[config.mk]
export PLATFORM = sky130hd
export DESIGN_NAME = fp16_seq_divider
export DESIGN_NICKNAME = d
export VERILOG_FILES = /design/src/rtl/fp16_seq_divider.sv
export SDC_FILE = /design/constraint.sdc
export NUM_CORES = 1
export LEC_CHECK = 0
export CORE_MARGIN = 2
export CORE_UTILIZATION = 55
export CTS_CLUSTER_SIZE = 10
export DETAILED_ROUTE_END_ITERATION = 10
export PLACE_DENSITY = 0.8
export SLEW_MARGIN = 15
export SYNTH_ARGS = -nofsm -noshare
export SYNTH_HDL_FRONTEND = slang
export SYNTH_SLANG_ARGS = --single-unit
[constraint.sdc]
create_clock -name clk -period 4.8 [get_ports clk]
set_clock_uncertainty 0.2 [all_clocks]
set_input_delay 0.96 -clock clk [delete_from_list [all_inputs] [get_ports clk]]
set_output_delay 0.96 -clock clk [all_outputs]
set_load 0.01 [all_outputs]
[src/rtl/fp16_seq_divider.sv]
// -----------------------------------------------------------------------------
// fp16_seq_divider
//
// Multi-cycle IEEE-754 half-precision divider: result = a_operand / b_operand.
// The mantissa quotient comes from a restoring shift-subtract loop that
// produces one quotient bit per clock. Rounding is truncation. Subnormal
// inputs are treated as zero. The operand, flag and result port names match
// the combinational FP16 multiplier, so the two blocks can be swapped.
//
// Timing: a start accepted in IDLE at clock edge 0 produces a one-cycle done
// pulse that is sampled high at edge 14. This holds for every operand class.
//
// Ports:
//   clk        rising-edge clock
//   rst_n      synchronous active-low reset; aborts any division in flight
//   start      request, sampled only in IDLE
//   a_operand  dividend {sign, exp, man}, captured on an accepted start
//   b_operand  divisor, captured on an accepted start
//   busy       high from the cycle after an accepted start until done
//   done       one-cycle pulse when result and flags are valid
//   result     quotient, held until the next accepted start
//   Exception  divide-by-zero, or either operand has an all-ones exponent
//   Overflow   result exponent >= 31
//   Underflow  result exponent <= 0 (non-exception case)
// -----------------------------------------------------------------------------
module fp16_seq_divider #(
    parameter int EXP_W = 5,
    parameter int MAN_W = 10,
    parameter int BIAS  = 15
) (
    input  logic                   clk,
    input  logic                   rst_n,
    input  logic                   start,
    input  logic [EXP_W+MAN_W:0]   a_operand,
    input  logic [EXP_W+MAN_W:0]   b_operand,
    output logic                   busy,
    output logic                   done,
    output logic [EXP_W+MAN_W:0]   result,
    output logic                   Exception,
    output logic                   Overflow,
    output logic                   Underflow
);

    localparam int W       = 1 + EXP_W + MAN_W;
    localparam int QW      = MAN_W + 2;          // quotient / remainder width
    localparam int CW      = $clog2(QW);         // iteration counter width
    localparam int XW      = EXP_W + 3;          // signed working exponent width
    localparam int EXP_MAX = (1 << EXP_W) - 1;

    localparam logic signed [XW-1:0] BIAS_S = XW'(BIAS);
    localparam logic signed [XW-1:0] EMAX_S = XW'(EXP_MAX);
    localparam logic signed [XW-1:0] ONE_S  = XW'(1);

    typedef enum logic [1:0] {
        S_IDLE,
        S_DIV,
        S_NORM,
        S_DONE
    } state_t;

    // Control state
    state_t          state_q, state_d;
    logic [CW-1:0]   cnt_q, cnt_d;
    logic            busy_q, busy_d;
    logic            done_q, done_d;
    logic [W-1:0]    result_q, result_d;
    logic            exc_q, exc_d;
    logic            ovf_q, ovf_d;
    logic            unf_q, unf_d;

    // Datapath state (no reset needed: always written before use)
    logic [EXP_W:0]  a_hi_q, a_hi_d;   // dividend {sign, exp}; its mantissa lives in rem
    logic [W-1:0]    b_q, b_d;
    logic [QW-1:0]   rem_q, rem_d;
    logic [QW-1:0]   quo_q, quo_d;

    // Restoring step
    logic [QW-1:0]   mb;
    logic            ge;
    logic [QW-1:0]   diff;

    assign mb   = {1'b0, 1'b1, b_q[MAN_W-1:0]};
    assign ge   = (rem_q >= mb);
    assign diff = ge ? (rem_q - mb) : rem_q;

    // Normalisation and exception classification
    logic [EXP_W-1:0]        ea, eb;
    logic                    sgn;
    logic signed [XW-1:0]    exp_pre, exp_fin;
    logic [MAN_W-1:0]        man_n;
    logic [W-1:0]            norm_res;
    logic                    norm_exc, norm_ovf, norm_unf;

    assign ea  = a_hi_q[EXP_W-1:0];
    assign eb  = b_q[W-2 -: EXP_W];
    assign sgn = a_hi_q[EXP_W] ^ b_q[W-1];
    assign exp_pre = $signed({{(XW-EXP_W){1'b0}}, ea})
                   - $signed({{(XW-EXP_W){1'b0}}, eb}) + BIAS_S;

    always_comb begin
        // ma/mb lies in (0.5, 2), so the quotient's leading one is at bit QW-1
        // or QW-2; the second case needs a one-place shift and exponent decrement.
        if (quo_q[QW-1]) begin
            man_n   = quo_q[QW-2:1];
            exp_fin = exp_pre;
        end else begin
            man_n   = quo_q[MAN_W-1:0];
            exp_fin = exp_pre - ONE_S;
        end

        norm_exc = 1'b0;
        norm_ovf = 1'b0;
        norm_unf = 1'b0;
        norm_res = {sgn, exp_fin[EXP_W-1:0], man_n};

        if ((&ea) || (&eb) || (eb == '0)) begin
            norm_exc = 1'b1;
            norm_res = {sgn, {EXP_W{1'b1}}, {MAN_W{1'b0}}};
        end else if (ea == '0) begin
            norm_res = {sgn, {(W-1){1'b0}}};
        end else if (exp_fin >= EMAX_S) begin
            norm_ovf = 1'b1;
            norm_res = {sgn, {EXP_W{1'b1}}, {MAN_W{1'b0}}};
        end else if (exp_fin < ONE_S) begin
            norm_unf = 1'b1;
            norm_res = {sgn, {(W-1){1'b0}}};
        end
    end

    // Next-state logic
    always_comb begin
        state_d  = state_q;
        cnt_d    = cnt_q;
        busy_d   = busy_q;
        done_d   = 1'b0;
        result_d = result_q;
        exc_d    = exc_q;
        ovf_d    = ovf_q;
        unf_d    = unf_q;
        a_hi_d   = a_hi_q;
        b_d      = b_q;
        rem_d    = rem_q;
        quo_d    = quo_q;

        case (state_q)
            S_IDLE: begin
                if (start) begin
                    a_hi_d  = a_operand[W-1:MAN_W];
                    b_d     = b_operand;
                    rem_d   = {1'b0, 1'b1, a_operand[MAN_W-1:0]};
                    quo_d   = '0;
                    cnt_d   = CW'(QW - 1);
                    exc_d   = 1'b0;
                    ovf_d   = 1'b0;
                    unf_d   = 1'b0;
                    busy_d  = 1'b1;
                    state_d = S_DIV;
                end
            end
            S_DIV: begin
                // Shift the new quotient bit in from the right; after QW steps
                // the first bit decided sits at the MSB.
                quo_d = {quo_q[QW-2:0], ge};
                // After a subtract diff < mb < 2^(QW-1), so the shift never
                // loses a set bit.
                rem_d = {diff[QW-2:0], 1'b0};
                if (cnt_q == '0) begin
                    state_d = S_NORM;
                end else begin
                    cnt_d = cnt_q - CW'(1);
                end
            end
            S_NORM: begin
                result_d = norm_res;
                exc_d    = norm_exc;
                ovf_d    = norm_ovf;
                unf_d    = norm_unf;
                busy_d   = 1'b0;
                done_d   = 1'b1;
                state_d  = S_DONE;
            end
            S_DONE: begin
                state_d = S_IDLE;
            end
            default: begin
                state_d = S_IDLE;
            end
        endcase
    end

    always_ff @(posedge clk) begin
        if (!rst_n) begin
            state_q  <= S_IDLE;
            cnt_q    <= '0;
            busy_q   <= 1'b0;
            done_q   <= 1'b0;
            result_q <= '0;
            exc_q    <= 1'b0;
            ovf_q    <= 1'b0;
            unf_q    <= 1'b0;
        end else begin
            state_q  <= state_d;
            cnt_q    <= cnt_d;
            busy_q   <= busy_d;
            done_q   <= done_d;
            result_q <= result_d;
            exc_q    <= exc_d;
            ovf_q    <= ovf_d;
            unf_q    <= unf_d;
        end
        a_hi_q <= a_hi_d;
        b_q    <= b_d;
        rem_q  <= rem_d;
        quo_q  <= quo_d;
    end

    assign busy      = busy_q;
    assign done      = done_q;
    assign result    = result_q;
    assign Exception = exc_q;
    assign Overflow  = ovf_q;
    assign Underflow = unf_q;

endmodule

Word-level counts from Yosys, hierarchy flattened
Index checks and enable logic that the tools add are counted.
{"block": "totals", "register_bits": 73, "wordCells": 74, "latchBits": 0, "input_bits": 35, "out_inout_bits": 21, "mem_bits_rw": 0, "romBits": 0, "mem_count": 0}
{"block": "op_classes", "shift": 0, "div": 0, "n_mux": 32, "mul": 0, "n_bitwise": 1, "magnitude_cmp": 3, "addsub": 5, "eq_ne": 6, "reduce_logical": 15}
{"op": "$mux W15", "count": 4}
{"op": "$pmux W12 S2", "count": 2}
{"op": "$mux W12", "count": 2}
{"op": "$ge A12 B11 Y1", "count": 1}
{"op": "$mux W1", "count": 11}
{"op": "$mux W11", "count": 1}
{"op": "$sub A11 B11 Y11", "count": 1}
{"op": "$logic_not A5 Y1", "count": 2}
{"op": "$mux W10", "count": 1}
{"op": "$reduce_and A5 Y1", "count": 2}
{"op": "$ge A8 B6 Y1 const B", "count": 1}
{"op": "$lt A8 B2 Y1 const B", "count": 1}
{"op": "$mux W4", "count": 2}
{"op": "$mux W8", "count": 1}
{"op": "$pmux W1 S2", "count": 4}
{"op": "$pmux W2 S4", "count": 1}
{"op": "$pmux W4 S2", "count": 1}
{"op": "$reduce_and A2 Y1", "count": 4}
{"op": "$sub A7 B2 Y8 const B", "count": 1}
{"op": "$add A6 B5 Y7 const B", "count": 1}
{"op": "$ne A2 B2 Y1 const B", "count": 3}
{"op": "$sub A5 B5 Y6", "count": 1}
{"op": "$eq A2 B2 Y1 const B", "count": 2}
{"op": "$logic_not A4 Y1", "count": 1}
{"op": "other kinds (8)", "count": 11}

Longest topological paths before layout
{"block": "depth", "ltp_word": 10, "ltp_mapped": 15, "ltp_nobuf": 14}

Worst setup path before layout
OpenSTA, ideal clock, no wires.
{"block": "synth_path", "kind": "register to register", "from": "register a_hi_q[0]", "to": "register result_q[12], in the netlist result[12]", "t_arrival_ps": 3043, "setup_slack_ps": 1431, "t_required_ps": 4475, "n_path_buf": 0, "setup_ps": 125, "period_less_slack_ps": 3369, "stages_incl_launch_ff": 14, "cell_sequence": "edfxtp_1 inv_1 ha_1 inv_1 fa_1 inv_1 ha_1 nor3b_1 nand2_1 a22o_1 a221o_1 nor2b_1 o21ai_0 nor3_1"}
{"block": "synth_between", "elab_chain_len": 9, "elab_cells_between_ends": 14, "cone_classes": "add/sub (3); order compare (2); mux (5); reduce/logical (4)"}
{"element": "start: declaration", "line_no": "72", "source": "logic [EXP_W:0] a_hi_q, a_hi_d;"}
{"element": "start signal: assignment", "line_no": "211", "source": "a_hi_q <= a_hi_d;"}
{"element": "$sub A5 B5 Y6", "line_no": "98", "source": "- $signed({{(XW-EXP_W){1'b0}}, eb}) + BIAS_S;"}
{"element": "$add A6 B5 Y7", "line_no": "98"}
{"element": "$sub A7 B2 Y8", "line_no": "108", "source": "exp_fin = exp_pre - ONE_S;"}
{"element": "$mux W8", "line_no": "103", "source": "if (quo_q[QW-1]) begin"}
{"element": "$lt A8 B2 Y1", "line_no": "124", "source": "end else if (exp_fin < ONE_S) begin"}
{"element": "$mux W15", "line_no": "124"}
{"element": "$mux W15", "line_no": "121", "source": "end else if (exp_fin >= EMAX_S) begin"}
{"element": "$mux W15", "line_no": "119", "source": "end else if (ea == '0) begin"}
{"element": "$mux W15 (*)", "line_no": "116", "source": "if ((&ea) || (&eb) || (eb == '0)) begin"}
{"element": "end signal: assignment", "line_no": "206", "source": "result_q <= result_d;"}
{"element": "end: declaration", "line_no": "66", "source": "logic [W-1:0] result_q, result_d;"}
Mark *: on every way between the ends. The rest lies on a longest branch, timed or not.
A chain may end at the register's enable or synchronous reset.

Worst setup path after layout
Same ends and word-level chain as after synthesis.

==> impl_metrics.yaml <==
cts:
  clk_latency_ps: 360
  cts_resized: 0
  clockRootBuffer: "clkbuf_8"
  post_cts_buffers: 0
  clkTransAtPathRegs_ps: 90
  cts_hold_buffers: 0
  cts.sinks: 73
  clockBufferDepth: 2
  htreeDepth: 3
  numCtsBuffers: 9
  cts_tree: "yes"
cells_and_area:
  post-route-util_pct: 66.9
  final_layout_size_suffix_gt1_share_pct: 6.02
  syn_to_final_growth_pct: 19.3
  nFillCells: 603
  finalInstanceArea_mm2: 0.00509
  diodes: 0
  finalNetCount: 552
sta:
  slew_viol_final: 0
  worst_slew_pin_slew_ps: 1040
  setup_viol: 0
  setup_tns_ps: 0
  relSlewSlack_pct: 30.5
  post-route-period-util_pct: 78.6
  rsz0062_at_grt: "false"
  max_freq_mhz: 265
  hold_ws_ps: 253
  final.min_clock_period_ps: 3770
  final_hold_viol_count: 0
drt:
  ant_nets: 0
  routed_wl_um: 8930
  drt-initial-drc-count: 172
  wire_per_inst_um: 14.9
  via_per_inst: 5.70
  detail_route.first_pass.iterations: 4
  drc: 0
  vias: 3420
synthesis:
  yosys.area.top_type_share_pct: 32.4
  syn_area_mm2: 0.00427
  syn-num-nets: 497
  synth_area_per_cell_um2: 9.74
  synth.distinct_cells: 62
  yosys-top-cells-area: "edfxtp_1 (32%), dfxtp_1 (13%), ha_1 (6.4%), nand2_1 (3.7%), mux2i_1 (3.0%)"
  synth_flop_cell: "edfxtp_1"
  yosysSeqAreaShare_pct: 45.0
  synth_edf_count: 46
  synthArstFlopShare_pct: 0
  ys.warnings.count: 0
  yosysTopAreaCell: "edfxtp_1"
  synth_cells: 438
  synth-seq-cells: 73
pwr:
  clock_power_share_pct: 13.5
  p_leak_nw: 1.99
  irDropWorstVdd_v: 0.000351
  seqPwrFrac_pct: 32.2
  p_sw_share_pct: 43.7
  p_switching_w: 0.00149
  p_comb_share_pct: 54.3
  power_w: 0.00340
  power.internal_w: 0.00191
  p_per_area_mw_per_mm2: 668
worst_setup_path:
  worst_ep_required_time_ps: 4840
  crit_fanout: 7
  endpoint_kind: "flip-flop"
  critical_path_class: "reg -> reg"
  startpoint_type: "flip-flop"
  slowest_stage: "fa_1"
  crit_top_cell: "inv_1"
  crit_chain: "inv_1 > ha_1 > inv_1 > fa_1 > inv_1 > ha_1 > nor3b_1 > nand2_1 > a22o_1 > a221o_1 > nor2b_1 > o21ai_0 > nor3_1"
  slowest_delay_ps: 500
  rr_worst_depth: 13
  worstPathArrival_ps: 3810
run_status:
  status: "completed"
grt:
  grt_overflow: 0
  track_usage_pct: 21.8
  grt_max_degree: 38
  grt_pass1_vias: 3207
  antenna_found_initial: 0
  grt_pass1_wl_um: 14800
placed_design:
  dp_hpwl_um: 6610
  post_dp_cell_area_mm2: 0.00491
  gp_congestion: 0.895
  port_buffers: 55
die:
  start_util_pct: 56.1
  die_x_um: 92.1
  rows: 32
  die_area_mm2: 0.00848
  die_y_um: 92.1
  core_area_mm2: 0.00761
  io_pins: 56
flow_run:
  cap_viol_max_count: 0
worst_hold_path:
  hold_path_class: "reg -> reg"
  holdPathStages: 2
==> cell usage after synthesis (all sizes together), types with 4 or more instances <==
library cell	count
a21oi	20
nand2	43
inv	34
o211a	4
clkbuf	12
nor2	34
a31oi	6
dfxtp	27
nor3	13
nand2b	6
a21o	4
edfxtp	46
mux2i	13
o21ai	33
xor2	5
o211ai	4
nor2b	16
and2	18
ha	22
nand4	4
nand3	4
xnor2	7
==> stage by stage <==
step | worst slack [ps] | std cells
floorplan | 1430 | 438
global placement | 1220 | 584
detailed placement | 1060 | 584
CTS | 1060 | 600
global route | 795 | 600
finish | 1030 | 600
==> state kept, by name, indices dropped and copies added, names as in the netlist <==
signal	cells
b_q	16
result	16
quo_q	12
rem_q	12
a_hi_q	6
cnt_q	4
state_q	2
Exception	1
Overflow	1
Underflow	1
busy	1
done	1
==> worst paths after layout <==
kind | from | end | slack, ps
worst min register to register | result[5]$_SDFFE_PN0P_ | result[5]$_SDFFE_PN0P_ | 250
worst min-delay path | result[5]$_SDFFE_PN0P_ | result[5]$_SDFFE_PN0P_ | 250
worst max register to register | a_hi_q[0]$_DFFE_PP_ | result[12]$_SDFFE_PN0P_ | 1030
worst max-delay path | a_hi_q[0]$_DFFE_PP_ | result[12]$_SDFFE_PN0P_ | 1030
==> worst max-delay path: cells and delay by family (launching register included) <==
kind | cells | cell delay [ps]
buffers and inverters | 3 | 210
AND/OR/NAND/NOR | 4 | 910
AO/OA/AOI/OAI | 3 | 920
flip-flops | 1 | 390
adder cells (fa/ha/maj) | 3 | 1020
==> placed cells by master, fill, tap and decap left out, types with 13 or more instances in the layout <==
| cell type | Yosys | routed |
|---|---|---|
| a21oi_1 | 20 | 20 |
| and2_1 | 18 | 18 |
| clkdlybuf4s50_1 | 0 | 55 |
| dfxtp_1 | 27 | 27 |
| edfxtp_1 | 46 | 46 |
| ha_1 | 22 | 22 |
| inv_1 | 34 | 34 |
| mux2i_1 | 13 | 13 |
| nand2_1 | 42 | 42 |
| nor2_1 | 34 | 34 |
| nor2b_1 | 16 | 16 |
| nor3_1 | 13 | 13 |
| o21ai_0 | 23 | 23 |
==> cell families after synthesis <==
group                      after synthesis  share of synthesized area [%]
and+or+nand+nor                        156                           18.6
AOI/OAI and AO/OA                      109                           18.0
DFF                                     73                           45.0
buffers and inverters                   48                           4.43
adders and majority gates               24                           7.39
muxes                                   15                           3.58
xor gates and xnor gates                13                           2.99
==> layout make-up <==
type                    count  area [um^2]  share of cell area [%]
clock inverters             7         58.8                    1.16
repair buffers             58          573                    11.3
multi-input cells         317         2160                    42.4
clock buffers               9          124                    2.43
well taps                 102          128                    2.51
inverters                  34          128                    2.51
flip-flops and latches     73         1920                    37.8
==> power groups by stage <==
stage | logic (W) | registers [W] | clock network [W]
after floorplan | 0.00144 | 0.00104 | 0
after global placement | 0.00178 | 0.00110 | 0
after detailed placement | 0.00181 | 0.00111 | 0
after CTS | 0.00183 | 0.00109 | 0.000467
after global routing | 0.00205 | 0.00113 | 0.000489
final | 0.00185 | 0.00110 | 0.000459
==> layer usage <==
metal	GRT usage [%]	up-vias	part of all wire (%)
li1	-	1699	-
met1	27.6	1617	45
met2	37.3	88	49
met3	4.77	16	4.8
met4	6.97	0	1.5
met5	0	-	0
No activity file was read; power rests on OpenSTA's default activity.
